## src/rtl/prog_loader.sv

```systemverilog
// Byte-serial program loader: length header + big-endian words -> memory writes, then CPU release.
// Optional trailer checksum (running XOR of data bytes) enabled by PROG_LOADER_CHECKSUM_EN.
module prog_loader #(
    parameter int WIDTH     = 32,
    parameter int ADDRSIZE  = 12,
    parameter int BASE_ADDR = 0
) (
    input  logic                clk,
    input  logic                reset,
    input  logic                load_start,
    input  logic [7:0]          rx_data,
    input  logic                rx_valid,
    output logic                rx_ready,
    output logic [ADDRSIZE-1:0] mem_addr,
    output logic [WIDTH-1:0]    mem_wdata,
    output logic                mem_we,
    output logic                busy,
    output logic                done,
    output logic                error,
    output logic                cpu_rst_n,
    output logic [ADDRSIZE:0]   words_loaded
);
    localparam int BYTES = WIDTH / 8;
    localparam int BCW   = (BYTES > 1) ? $clog2(BYTES) : 1;
    localparam longint unsigned MEMSIZE = 64'd1 << ADDRSIZE;

`ifdef PROG_LOADER_CHECKSUM_EN
    typedef enum logic [2:0] {
        S_IDLE, S_LEN_HI, S_LEN_LO, S_DATA, S_WRITE, S_DONE, S_ERR, S_CHK
    } state_t;
`else
    typedef enum logic [2:0] {
        S_IDLE, S_LEN_HI, S_LEN_LO, S_DATA, S_WRITE, S_DONE, S_ERR
    } state_t;
`endif

    state_t              state_q, state_d;
    logic [15:0]         len_q, len_d;
    logic [WIDTH-1:0]    asm_q, asm_d;
    logic [BCW-1:0]      byte_cnt_q, byte_cnt_d;
    logic [ADDRSIZE-1:0] index_q, index_d;
    logic [ADDRSIZE:0]   words_q, words_d;
    logic [ADDRSIZE-1:0] addr_q, addr_d;
    logic [WIDTH-1:0]    wdata_q, wdata_d;
`ifdef PROG_LOADER_CHECKSUM_EN
    logic [7:0]          xor_q, xor_d;
`endif

    logic        accept;
    logic [15:0] len_full;
    logic        last_word;

    assign len_full  = {len_q[15:8], rx_data};
    assign last_word = (32'(index_q) + 32'd1) == 32'(len_q);

    always_comb begin
        rx_ready = 1'b0;
        busy     = 1'b0;
        case (state_q)
            S_LEN_HI, S_LEN_LO, S_DATA: begin rx_ready = 1'b1; busy = 1'b1; end
            S_WRITE:                    busy = 1'b1;
`ifdef PROG_LOADER_CHECKSUM_EN
            S_CHK:                      begin rx_ready = 1'b1; busy = 1'b1; end
`endif
            default: ;
        endcase
    end

    assign accept       = rx_valid && rx_ready;
    assign done         = (state_q == S_DONE);
    assign error        = (state_q == S_ERR);
    assign cpu_rst_n    = (state_q == S_DONE);
    assign mem_we       = (state_q == S_WRITE);
    assign mem_addr     = addr_q;
    assign mem_wdata    = wdata_q;
    assign words_loaded = words_q;

    always_comb begin
        state_d    = state_q;
        len_d      = len_q;
        asm_d      = asm_q;
        byte_cnt_d = byte_cnt_q;
        index_d    = index_q;
        words_d    = words_q;
        addr_d     = addr_q;
        wdata_d    = wdata_q;
`ifdef PROG_LOADER_CHECKSUM_EN
        xor_d      = xor_q;
`endif
        case (state_q)
            S_IDLE, S_DONE, S_ERR: begin
                if (load_start) begin
                    state_d    = S_LEN_HI;
                    words_d    = '0;
                    index_d    = '0;
                    byte_cnt_d = '0;
                    asm_d      = '0;
`ifdef PROG_LOADER_CHECKSUM_EN
                    xor_d      = '0;
`endif
                end
            end
            S_LEN_HI: begin
                if (accept) begin
                    len_d[15:8] = rx_data;
                    state_d     = S_LEN_LO;
                end
            end
            S_LEN_LO: begin
                if (accept) begin
                    len_d = len_full;
                    if (len_full == 16'd0) begin
`ifdef PROG_LOADER_CHECKSUM_EN
                        state_d = S_CHK;
`else
                        state_d = S_DONE;
`endif
                    end else if (64'(len_full) > MEMSIZE) begin
                        state_d = S_ERR;
                    end else begin
                        state_d = S_DATA;
                    end
                end
            end
            S_DATA: begin
                if (accept) begin
                    asm_d = WIDTH'({asm_q, rx_data});
`ifdef PROG_LOADER_CHECKSUM_EN
                    xor_d = xor_q ^ rx_data;
`endif
                    // Write port is latched here so it holds steady after WRITE.
                    if (byte_cnt_q == BCW'(BYTES - 1)) begin
                        byte_cnt_d = '0;
                        wdata_d    = asm_d;
                        addr_d     = ADDRSIZE'(32'(BASE_ADDR) + 32'(index_q));
                        state_d    = S_WRITE;
                    end else begin
                        byte_cnt_d = byte_cnt_q + BCW'(1);
                    end
                end
            end
            S_WRITE: begin
                words_d = words_q + 1'b1;
                if (last_word) begin
`ifdef PROG_LOADER_CHECKSUM_EN
                    state_d = S_CHK;
`else
                    state_d = S_DONE;
`endif
                end else begin
                    index_d = index_q + 1'b1;
                    state_d = S_DATA;
                end
            end
`ifdef PROG_LOADER_CHECKSUM_EN
            S_CHK: begin
                if (accept) state_d = (rx_data == xor_q) ? S_DONE : S_ERR;
            end
`endif
            default: state_d = S_IDLE;
        endcase
    end

    always_ff @(posedge clk) begin
        if (!reset) begin
            state_q    <= S_IDLE;
            len_q      <= '0;
            asm_q      <= '0;
            byte_cnt_q <= '0;
            index_q    <= '0;
            words_q    <= '0;
            addr_q     <= '0;
            wdata_q    <= '0;
`ifdef PROG_LOADER_CHECKSUM_EN
            xor_q      <= '0;
`endif
        end else begin
            state_q    <= state_d;
            len_q      <= len_d;
            asm_q      <= asm_d;
            byte_cnt_q <= byte_cnt_d;
            index_q    <= index_d;
            words_q    <= words_d;
            addr_q     <= addr_d;
            wdata_q    <= wdata_d;
`ifdef PROG_LOADER_CHECKSUM_EN
            xor_q      <= xor_d;
`endif
        end
    end

endmodule

```

## config.mk

```make
export PLATFORM = sky130hd
export DESIGN_NAME = prog_loader
export DESIGN_NICKNAME = d
export VERILOG_FILES = /design/src/rtl/prog_loader.sv
export SDC_FILE = /design/constraint.sdc
export NUM_CORES = 1
export LEC_CHECK = 0
export CAP_MARGIN = 5
export CELL_PAD_IN_SITES_DETAIL_PLACEMENT = 0
export CELL_PAD_IN_SITES_GLOBAL_PLACEMENT = 1
export CORE_UTILIZATION = 40
export CTS_CLUSTER_DIAMETER = 150
export DETAILED_ROUTE_END_ITERATION = 8
export PLACE_DENSITY = 0.83
export SYNTH_ARGS = -nofsm -noshare
export SYNTH_HDL_FRONTEND = slang
export SYNTH_SLANG_ARGS = --single-unit
```

## constraint.sdc

```tcl
create_clock -name clk -period 3.1 [get_ports clk]
set_clock_uncertainty 0.15 [all_clocks]
set_input_delay 0.62 -clock clk [delete_from_list [all_inputs] [get_ports clk]]
set_output_delay 0.62 -clock clk [all_outputs]
set_load 0.005 [all_outputs]
```

==> results of run 1 <==
cells in the mapped netlist (3+ instances only):
master | count | area, µm²
xnor2_1 | 10 | 87.58
o21ai_1 | 6 | 30.03
nand4_1 | 5 | 31.28
nor2b_1 | 3 | 18.77
nor4_1 | 6 | 37.54
mux2i_1 | 4 | 40.04
buf_4 | 6 | 45.04
xor2_1 | 7 | 61.31
nand3_1 | 46 | 230.2
nand2_1 | 167 | 626.9
nor2_1 | 23 | 86.33
clkbuf_1 | 26 | 97.59
nand2b_1 | 7 | 43.79
ha_1 | 3 | 37.54
dfxtp_1 | 114 | 2282
nor3_1 | 9 | 45.04
o211ai_1 | 3 | 22.52
o21ai_0 | 15 | 75.07
a21oi_1 | 102 | 510.5
and3_1 | 11 | 68.82
o22ai_1 | 3 | 18.77
buf_2 | 11 | 55.05
inv_1 | 14 | 52.55
a31oi_1 | 8 | 50.05
cell families (layout without fill, tap and decap cells):
logic type / after synthesis / in the layout / synth area share
xor gates and xnor gates: 18 / 18 / 0.03262
and+or+nand+nor: 295 / 295 / 0.2629
adders and majority gates: 3 / 3 / 0.007414
DFF: 114 / 114 / 0.4507
AOI/OAI and AO/OA: 157 / 157 / 0.1782
buffers and inverters: 63 / 133 / 0.05584
muxes: 6 / 6 / 0.01235
worst paths after layout:
| kind | end | cells after the start | slack [ps] | startpoint |
|---|---|---|---|---|
| setup reg to reg | index_q[4] | 8 | 300 | index_q[0] |
| hold reg to reg | mem_addr[5] | 2 | 300 | mem_addr[5] |
| setup / recovery | cpu_rst_n | 3 | 240 | state_q[2] |
| hold / removal | mem_addr[5] | 2 | 300 | mem_addr[5] |
sequential cells by signal (all words and copies together), names as in the netlist:
register / count
mem_wdata: 32
asm_q: 24
len_q: 16
words_loaded: 13
index_q: 12
mem_addr: 12
state_q: 3
byte_cnt_q: 2
cell type report:
cell class	instances	area (µm²)
fill	1149	5692
multi-input combinational	479	2499
sequential	114	2282
timing repair buffer	86	843.3
clock buffer	19	452.9
tap	168	210.2
clock inverter	13	126.4
inverter	15	56.30
critical path: stages (launching register included):
cell             delay (ps)
dfxtp_1                 620
inv_1                   240
nor2_1                  270
clkdlybuf4s50_1         560
power breakdown:
group | internal, µW | leakage (µW) | switching (µW)
Sequential | 1510 | 0.000919 | 69.0
Combinational | 225 | 0.000978 | 399
Clock | 1150 | 0.000273 | 727
Total | 2890 | 0.00217 | 1190
layer usage:
metal  share of wire  GRT usage  routed length (µm)  vias to the layer above
li1                -          -                   -                     2362
met1            0.44     0.2900                6112                     2294
met2            0.49     0.3552                6715                      138
met3           0.057    0.05717                 785                       17
met4           0.014    0.09524                 194                        0
met5               0          0                   0                        -
per-stage QoR:
stage | hold WS, ps | instances | util | instance area, µm² | setup slack (ps)
2_1_floorplan | 282.1 | 656 | - | 5064 | 666.1
3_3_place_gp | 291.5 | 862 | 0.4844 | 5891 | 442.4
3_5_place_dp | 295.5 | 862 | 0.4844 | 5891 | 329.7
4_1_cts | 302.3 | 894 | 0.5320 | 6470 | 270.5
5_1_grt | 319.0 | 894 | 0.5320 | 6470 | 89.54
6_report | 299.6 | 894 | 0.5320 | 6470 | 236.2
==> qor.csv, run 1 <==
stage,metric,value,unit
power_and_ir_drop,pwr dens,630.8,nW/µm²
setup_path,crit end category,output pin,
clock_tree,Root Buffer,clkbuf_16,
setup_path,CP arrival,2090,ps
logic_synthesis,Synth Area per Inst,7.719,µm²
route,Wirelength per Cell,15.44,µm
clock_tree,H-Tree Level Count,4,
cells_and_area,"commonest non-fill, non-tap cell in the layout",nand2_1,
cells_and_area,most frequent cells in the layout,"nand2_1 (167), dfxtp_1 (114), a21oi_1 (102), clkdlybuf4s50_1 (74), nand3_1 (46)",
logic_synthesis,"FFs w/ async S/R, synth",0,
global_route,vias in the first global route,4517,
clock_tree,CTS tree,built,
clock_tree,post-CTS sizing,0,
setup_path,CP Launch Type,register,
timing,fin crit share,0.9238,
floorplan,initial core utilization,0.4164,
timing,Worst Tran Pin Value,973.7,ps
route,Routed WL,13.81,mm
logic_synthesis,Netlist cell types,60,
logic_synthesis,Post-synth EDFFs,0,
timing,Slew Limit Headroom,0.3508,
cells_and_area,Synth-to-Final Area Change,27.77,%
logic_synthesis,Yosys warning total,0,
timing,fmax,349.2,MHz
run_status,outcome,completed,
placement,Buffers on Ports,74,
cells_and_area,share of cells above drive strength 1,0.08540,
route,DR iter-0 viols,387,
setup_path,critical path type,register to output pin,
clock_tree,postcts setup bufs,0,
clock_tree,CTS Buf Count,17,
power_and_ir_drop,worst vdd ir,0.3216,mV
placement,routability cong.,0.8755,
floorplan,core area,12160,µm²
global_route,first-pass GRT wire length,22.70,mm
setup_path,crit-path max FO,11,
floorplan,IO Pins,75,
clock_tree,clock slew at reported path FFs,50,ps
cells_and_area,number of nets in the layout,728,
logic_synthesis,Mapped Cells,656,
timing,final setup fails,0,
route,Detailed Routing Iterations Pass 1,6,
power_and_ir_drop,leakage,0.002169,µW
floorplan,FP Rows,40,
timing,RSZ-0062 raised after global routing,no,
logic_synthesis,ys flop type,dfxtp_1,
logic_synthesis,Syn Nets,671,
clock_tree,Worst-Skew Late Latency,410,ps
logic_synthesis,"flops & latches, synth",114,
global_route,GR Overflow Total,0,
route,vias per cell,5.381,
floorplan,die area,13110,µm²
power_and_ir_drop,Design Power,4081,µW
min_path,Hold WC Path Type,register to register,
route,Final ANT Viol Nets,0,
global_route,antenna violations before repair,0,
clock_tree,Longest Clk Path Bufs,2,
setup_path,Worst EP required,2330,ps
floorplan,DIE HEIGHT,114.5,µm
clock_tree,hold_buf cts,0,
global_route,largest net degree at the start of global routing,71,
cells_and_area,# diodes,0,
run,Max Cap Viol,0,
timing,Slew Limit Fails,0,
timing,final critical-path required period,2864,ps
timing,Fin. Hold Viols,0,
global_route,Total GRT Usage,0.2244,
route,via count,4811,
clock_tree,Sink Count,114,
route,DRC,0,
placement,post-DP HPWL,9.412,mm
timing,setup TNS,0,ps
floorplan,DIE WIDTH,114.5,µm
logic_synthesis,Post-Syn Area,5064,µm²
logic_synthesis,sequential fraction of the synthesis area,0.4507,
Note: power is estimated with default switching activity, not from simulation.
==> inputs of run 2 (changes only) <==
--- a/config.mk
+++ b/config.mk
@@ -12,6 +12,7 @@
 export CTS_CLUSTER_DIAMETER = 150
 export DETAILED_ROUTE_END_ITERATION = 8
 export PLACE_DENSITY = 0.83
+export SETUP_SLACK_MARGIN = 0.1
 export SYNTH_ARGS = -nofsm -noshare
 export SYNTH_HDL_FRONTEND = slang
 export SYNTH_SLANG_ARGS = --single-unit
==> qor.csv, run 2 (synthesis results as in run 1) <==
stage,metric,value,unit,change
setup_path,"delay-heaviest family, CP",buffers and inverters,,
timing,fmax,351.0,MHz,+0.53%
timing,worst setup margin,251.4,ps,+15.17 ps
clock_tree,clock slew at reported path FFs,50,ps,about the same
clock_tree,CTS tree,built,,
route,DR iter-0 viols,374,,-3.4%
route,DRC,0,,unchanged
power_and_ir_drop,leakage,0.002169,µW,about the same
floorplan,core area,12160,µm²,unchanged
timing,Slew Limit Headroom,0.3614,,+0.01054
setup_path,Worst EP required,2330,ps,about the same
setup_path,Setup crit start,state_q[2],,
cells_and_area,# diodes,0,,unchanged
run_status,outcome,completed,,
floorplan,initial core utilization,0.4164,,unchanged
global_route,Total GRT Usage,0.2244,,unchanged
placement,post-DP HPWL,9.412,mm,unchanged
clock_tree,Root Buffer,clkbuf_16,,
setup_path,CP Launch Type,register,,
cells_and_area,number of nets in the layout,728,,unchanged
clock_tree,hold_buf cts,0,,unchanged
clock_tree,CTS Buf Count,17,,unchanged
setup_path,WP buf/inv,2,,unchanged
global_route,antenna violations before repair,0,,unchanged
timing,setup TNS,0,ps,unchanged
route,Routed WL,13.77,mm,-0.25%
floorplan,die area,13110,µm²,unchanged
floorplan,IO Pins,75,,unchanged
power_and_ir_drop,Design Power,4081,µW,about the same
cells_and_area,"commonest non-fill, non-tap cell in the layout",nand2_1,,
timing,Fin. Hold Viols,0,,unchanged
clock_tree,Worst-Skew Late Latency,410,ps,about the same
floorplan,DIE WIDTH,114.5,µm,unchanged
cells_and_area,max reg flops,32,,unchanged
route,Wirelength per Cell,15.40,µm,-0.25%
timing,final critical-path required period,2849,ps,-15.17 ps
route,Detailed Routing Iterations Pass 1,5,,-1
cells_and_area,most frequent cells in the layout,"nand2_1 (167), dfxtp_1 (114), a21oi_1 (102), clkdlybuf4s50_1 (74), nand3_1 (46)",,
placement,Setup WS pre-CTS,329.7,ps,unchanged
timing,Worst Tran Pin Value,957.9,ps,-15.80 ps
cells_and_area,share of cells above drive strength 1,0.08678,,+0.001377
setup_path,crit end category,output pin,,
clock_tree,H-Tree Level Count,4,,unchanged
global_route,largest net degree at the start of global routing,71,,unchanged
placement,routability cong.,0.8755,,unchanged
cells_and_area,post-route core utilization,0.5321,,about the same
global_route,vias in the first global route,4517,,unchanged
global_route,first-pass GRT wire length,22.70,mm,unchanged
setup_path,CP peak stage delay,610,ps,about the same
placement,Buffers on Ports,74,,unchanged
timing,Slew Limit Fails,0,,unchanged
timing,fin crit share,0.9189,,-0.004894
setup_path,crit path cell chain,"inv_1, nor2_1, clkdlybuf4s50_1",,
floorplan,DIE HEIGHT,114.5,µm,unchanged
timing,final setup fails,0,,unchanged
setup_path,r2r startpoint,index_q[0],,
clock_tree,Sink Count,114,,unchanged
setup_path,"Slowest-stage cell, CP",dfxtp_1,,
setup_path,crit-path max FO,11,,unchanged
setup_path,critical path type,register to output pin,,
setup_path,CP arrival,2080,ps,about the same
cells_and_area,Final Instance Area,6471,µm²,about the same
route,Final ANT Viol Nets,0,,unchanged
route,vias per cell,5.346,,-0.67%
placement,Area after DPL,5891,µm²,unchanged
power_and_ir_drop,pwr dens,630.6,nW/µm²,about the same
route,via count,4779,,-0.67%
timing,RSZ-0062 raised after global routing,no,,
floorplan,FP Rows,40,,unchanged
global_route,GR Overflow Total,0,,unchanged
power_and_ir_drop,worst vdd ir,0.3213,mV,about the same
min_path,Hold Crit Start,mem_addr[5],,
clock_tree,Longest Clk Path Bufs,2,,unchanged
run,Max Cap Viol,0,,unchanged
cells_and_area,Synth-to-Final Area Change,27.80,%,about the same
min_path,Hold WC Path Type,register to register,,
## run 2: cell types whose count changed in the layout (fill, tap and decap cells not counted)
cell,before,now
and3_1,11,10
and3_2,0,1
## run 2: power by group
group	total, µW	internal [µW]	switching [µW]
sequential	1580	1510	68.7
clock	1880	1150	725
combinational	626	226	400
total	4080	2890	1190
## run 2: area by class of cell
cell class                      count  area, µm²
Multi-Input combinational cell    479       2500
Tap cell                          168      210.2
Inverter                           15      56.30
Fill cell                        1148       5690
Clock buffer                       19      452.9
Clock inverter                     13      126.4
Sequential cell                   114       2282
Timing Repair Buffer               86      843.3
## run 2: repair_timing
action / in CTS / in global routing
setup buffers: 0 / 0
gates resized for setup: 0 / 1
endpoints found under the setup margin: 0 / 2
## run 2: worst min-delay path: stages (launching register included)
cell and delay [ps]:
dfxtp_1 300, nand2_1 50, a21oi_1 50
## run 2: through the flow
step / hold WS, ps / std cells
5_1_grt: 319.0 / 894
6_report: 300.2 / 894
4_1_cts: 302.3 / 894
2_1_floorplan: 282.1 / 656
3_3_place_gp: 291.5 / 862
3_5_place_dp: 295.5 / 862
## run 2: path summary, 6_finish.rpt
check                                    to  cells after the start  slack (ps)
worst max register to register   index_q[8]                      8         310
worst max-delay path              cpu_rst_n                      3         250
worst min-delay path            mem_addr[5]                      2         300
worst min register to register  mem_addr[5]                      2         300
## run 2: layer usage
metal  vias up  GRT usage  wire [µm]
met4         0    0.09524        163
met2       126     0.3552       6734
li1       2360          -          -
met3        14    0.05717        713
met1      2279     0.2900       6160
met5         -          0          0
==> inputs of run 3 (changes only) <==
--- a/config.mk
+++ b/config.mk
@@ -8,8 +8,10 @@
 export CAP_MARGIN = 5
 export CELL_PAD_IN_SITES_DETAIL_PLACEMENT = 0
 export CELL_PAD_IN_SITES_GLOBAL_PLACEMENT = 1
+export CORE_MARGIN = 2
 export CORE_UTILIZATION = 40
 export CTS_CLUSTER_DIAMETER = 150
+export CTS_CLUSTER_SIZE = 12
 export DETAILED_ROUTE_END_ITERATION = 8
 export PLACE_DENSITY = 0.83
 export SETUP_SLACK_MARGIN = 0.1
==> qor.csv, run 3 (synthesis results as in run 1) <==
stage,metric,value,unit,change
clock_tree,CTS Buf Count,17,,unchanged
cells_and_area,"commonest non-fill, non-tap cell in the layout",nand2_1,,
timing,final setup fails,0,,unchanged
cells_and_area,# diodes,0,,unchanged
route,Routed WL,13.65,mm,-0.88%
cells_and_area,fillers,1222,,+6.4%
timing,Slew Limit Fails,0,,unchanged
route,Detailed Routing Iterations Pass 1,5,,unchanged
timing,Slew Limit Headroom,0.3883,,+0.02697
clock_tree,Root Buffer,clkbuf_16,,
timing,RSZ-0062 raised after global routing,no,,
timing,Worst Tran Pin Value,917.5,ps,-40.45 ps
setup_path,critical path type,register to output pin,,
placement,Buffers on Ports,74,,unchanged
clock_tree,post-CTS sizing,0,,unchanged
global_route,largest net degree at the start of global routing,70,,-1.4%
placement,Area after DPL,5908,µm²,+0.30%
global_route,Total GRT Usage,0.2057,,-0.01869
setup_path,crit-path max FO,11,,unchanged
timing,setup TNS,0,ps,unchanged
power_and_ir_drop,worst vdd ir,0.4250,mV,+32%
route,vias per cell,5.297,,-0.91%
global_route,GR Overflow Total,0,,unchanged
cells_and_area,share of cells above drive strength 1,0.08528,,-0.001495
setup_path,CP arrival,2060,ps,-20 ps
placement,routability cong.,0.8619,,-1.6%
cells_and_area,multi-input logic area,2504,µm²,+0.15%
clock_tree,H-Tree Level Count,4,,unchanged
cells_and_area,Final Instance Area,6523,µm²,+0.79%
floorplan,DIE HEIGHT,116.5,µm,+1.7%
placement,post-DP HPWL,9.461,mm,+0.52%
setup_path,CP Launch Type,register,,
clock_tree,hold_buf cts,0,,unchanged
global_route,first-pass GRT wire length,21.56,mm,-5.0%
setup_path,crit end category,output pin,,
setup_path,CP peak stage delay,590,ps,-20 ps
timing,fmax,353.1,MHz,+0.57%
cells_and_area,most frequent cells in the layout,"nand2_1 (167), dfxtp_1 (114), a21oi_1 (102), clkdlybuf4s50_1 (74), nand3_1 (45)",,
floorplan,initial core utilization,0.4062,,-0.01016
timing,Fin. Hold Viols,0,,unchanged
cells_and_area,register area,2282,µm²,unchanged
cells_and_area,number of nets in the layout,729,,+0.14%
route,DR iter-0 viols,369,,-1.3%
power_and_ir_drop,leakage,0.002206,µW,+1.7%
global_route,antenna violations before repair,0,,unchanged
cells_and_area,Synth-to-Final Area Change,28.81,%,
floorplan,core area,12470,µm²,+2.5%
floorplan,die area,13570,µm²,+3.5%
setup_path,reg2reg setup slack,360,ps,+50 ps
power_and_ir_drop,pwr dens,645.3,nW/µm²,+2.3%
setup_path,Worst EP required,2330,ps,about the same
run,Max Cap Viol,0,,unchanged
setup_path,"Slowest-stage cell, CP",dfxtp_1,,
route,DRC,0,,unchanged
clock_tree,Sink Count,114,,unchanged
route,via count,4762,,-0.36%
clock_tree,Longest Clk Path Bufs,2,,unchanged
timing,final critical-path required period,2832,ps,-16.28 ps
clock_tree,CTS tree,built,,
timing,hold slack,299.8,ps,-0.3110 ps
clock_tree,Worst-Skew Late Latency,420,ps,about the same
min_path,Hold WC Path Type,register to register,,
floorplan,IO Pins,75,,unchanged
clock_tree,postcts setup bufs,0,,unchanged
floorplan,FP Rows,41,,+2.5%
global_route,vias in the first global route,4356,,-3.6%
clock_tree,clock slew at reported path FFs,50,ps,about the same
route,Final ANT Viol Nets,0,,unchanged
cells_and_area,max reg flops,32,,unchanged
setup_path,crit path cell chain,"inv_1, nor2_1, clkdlybuf4s50_1",,
run_status,outcome,completed,,
floorplan,DIE WIDTH,116.5,µm,+1.7%
timing,fin crit share,0.9137,,-0.005251
route,Wirelength per Cell,15.18,µm,-1.4%
run 3: area by class of cell:
class,count,area share
Clock inverter,9,0.01937
Inverter,15,0.008632
Tap cell,172,0.03299
Clock buffer,23,0.07481
Sequential cell,114,0.3499
Timing Repair Buffer,87,0.1304
Multi-Input combinational cell,479,0.3838
run 3: worst max-delay path, delay by kind of cell, from the launching register on:
family / cells / cell delay, ps
flops: 1 / 590
buf+inv: 2 / 790
simple gates: 1 / 280
run 3: final timing paths:
kind / end / cells past startpoint / from
worst max register to register: index_q[4] / 8 / index_q[1]
worst max-delay path: done / 3 / state_q[2]
worst min-delay path: mem_addr[10] / 2 / mem_addr[10]
worst min register to register: mem_addr[10] / 2 / mem_addr[10]
run 3: stage by stage:
stage | worst slack (ps) | total power [µW] | instances | util
after floorplan | 666.1 | 2035 | 656 | -
final | 267.6 | 4209 | 899 | 0.5232
after global placement | 512.2 | 2207 | 867 | 0.4740
after CTS | 286.7 | 4233 | 899 | 0.5232
after global routing | 208.8 | 4365 | 899 | 0.5232
after detailed placement | 390.8 | 2217 | 867 | 0.4740
run 3: where the power goes:
group,internal [µW],total [µW],switching (µW),leakage (µW)
clock network,1340,2020,671,0.000303
registers,1510,1580,67.6,0.000919
logic,226,616,390,0.000984
total,3080,4210,1130,0.00221
run 3: layer usage:
metal	vias to the layer above	part of all wire	GRT usage	wire length [µm]
met3	22	0.052	0.05605	711
met1	2237	0.45	0.2585	6134
li1	2361	-	-	-
met5	-	0	0	0
met2	142	0.48	0.3329	6539
met4	0	0.019	0.08810	265
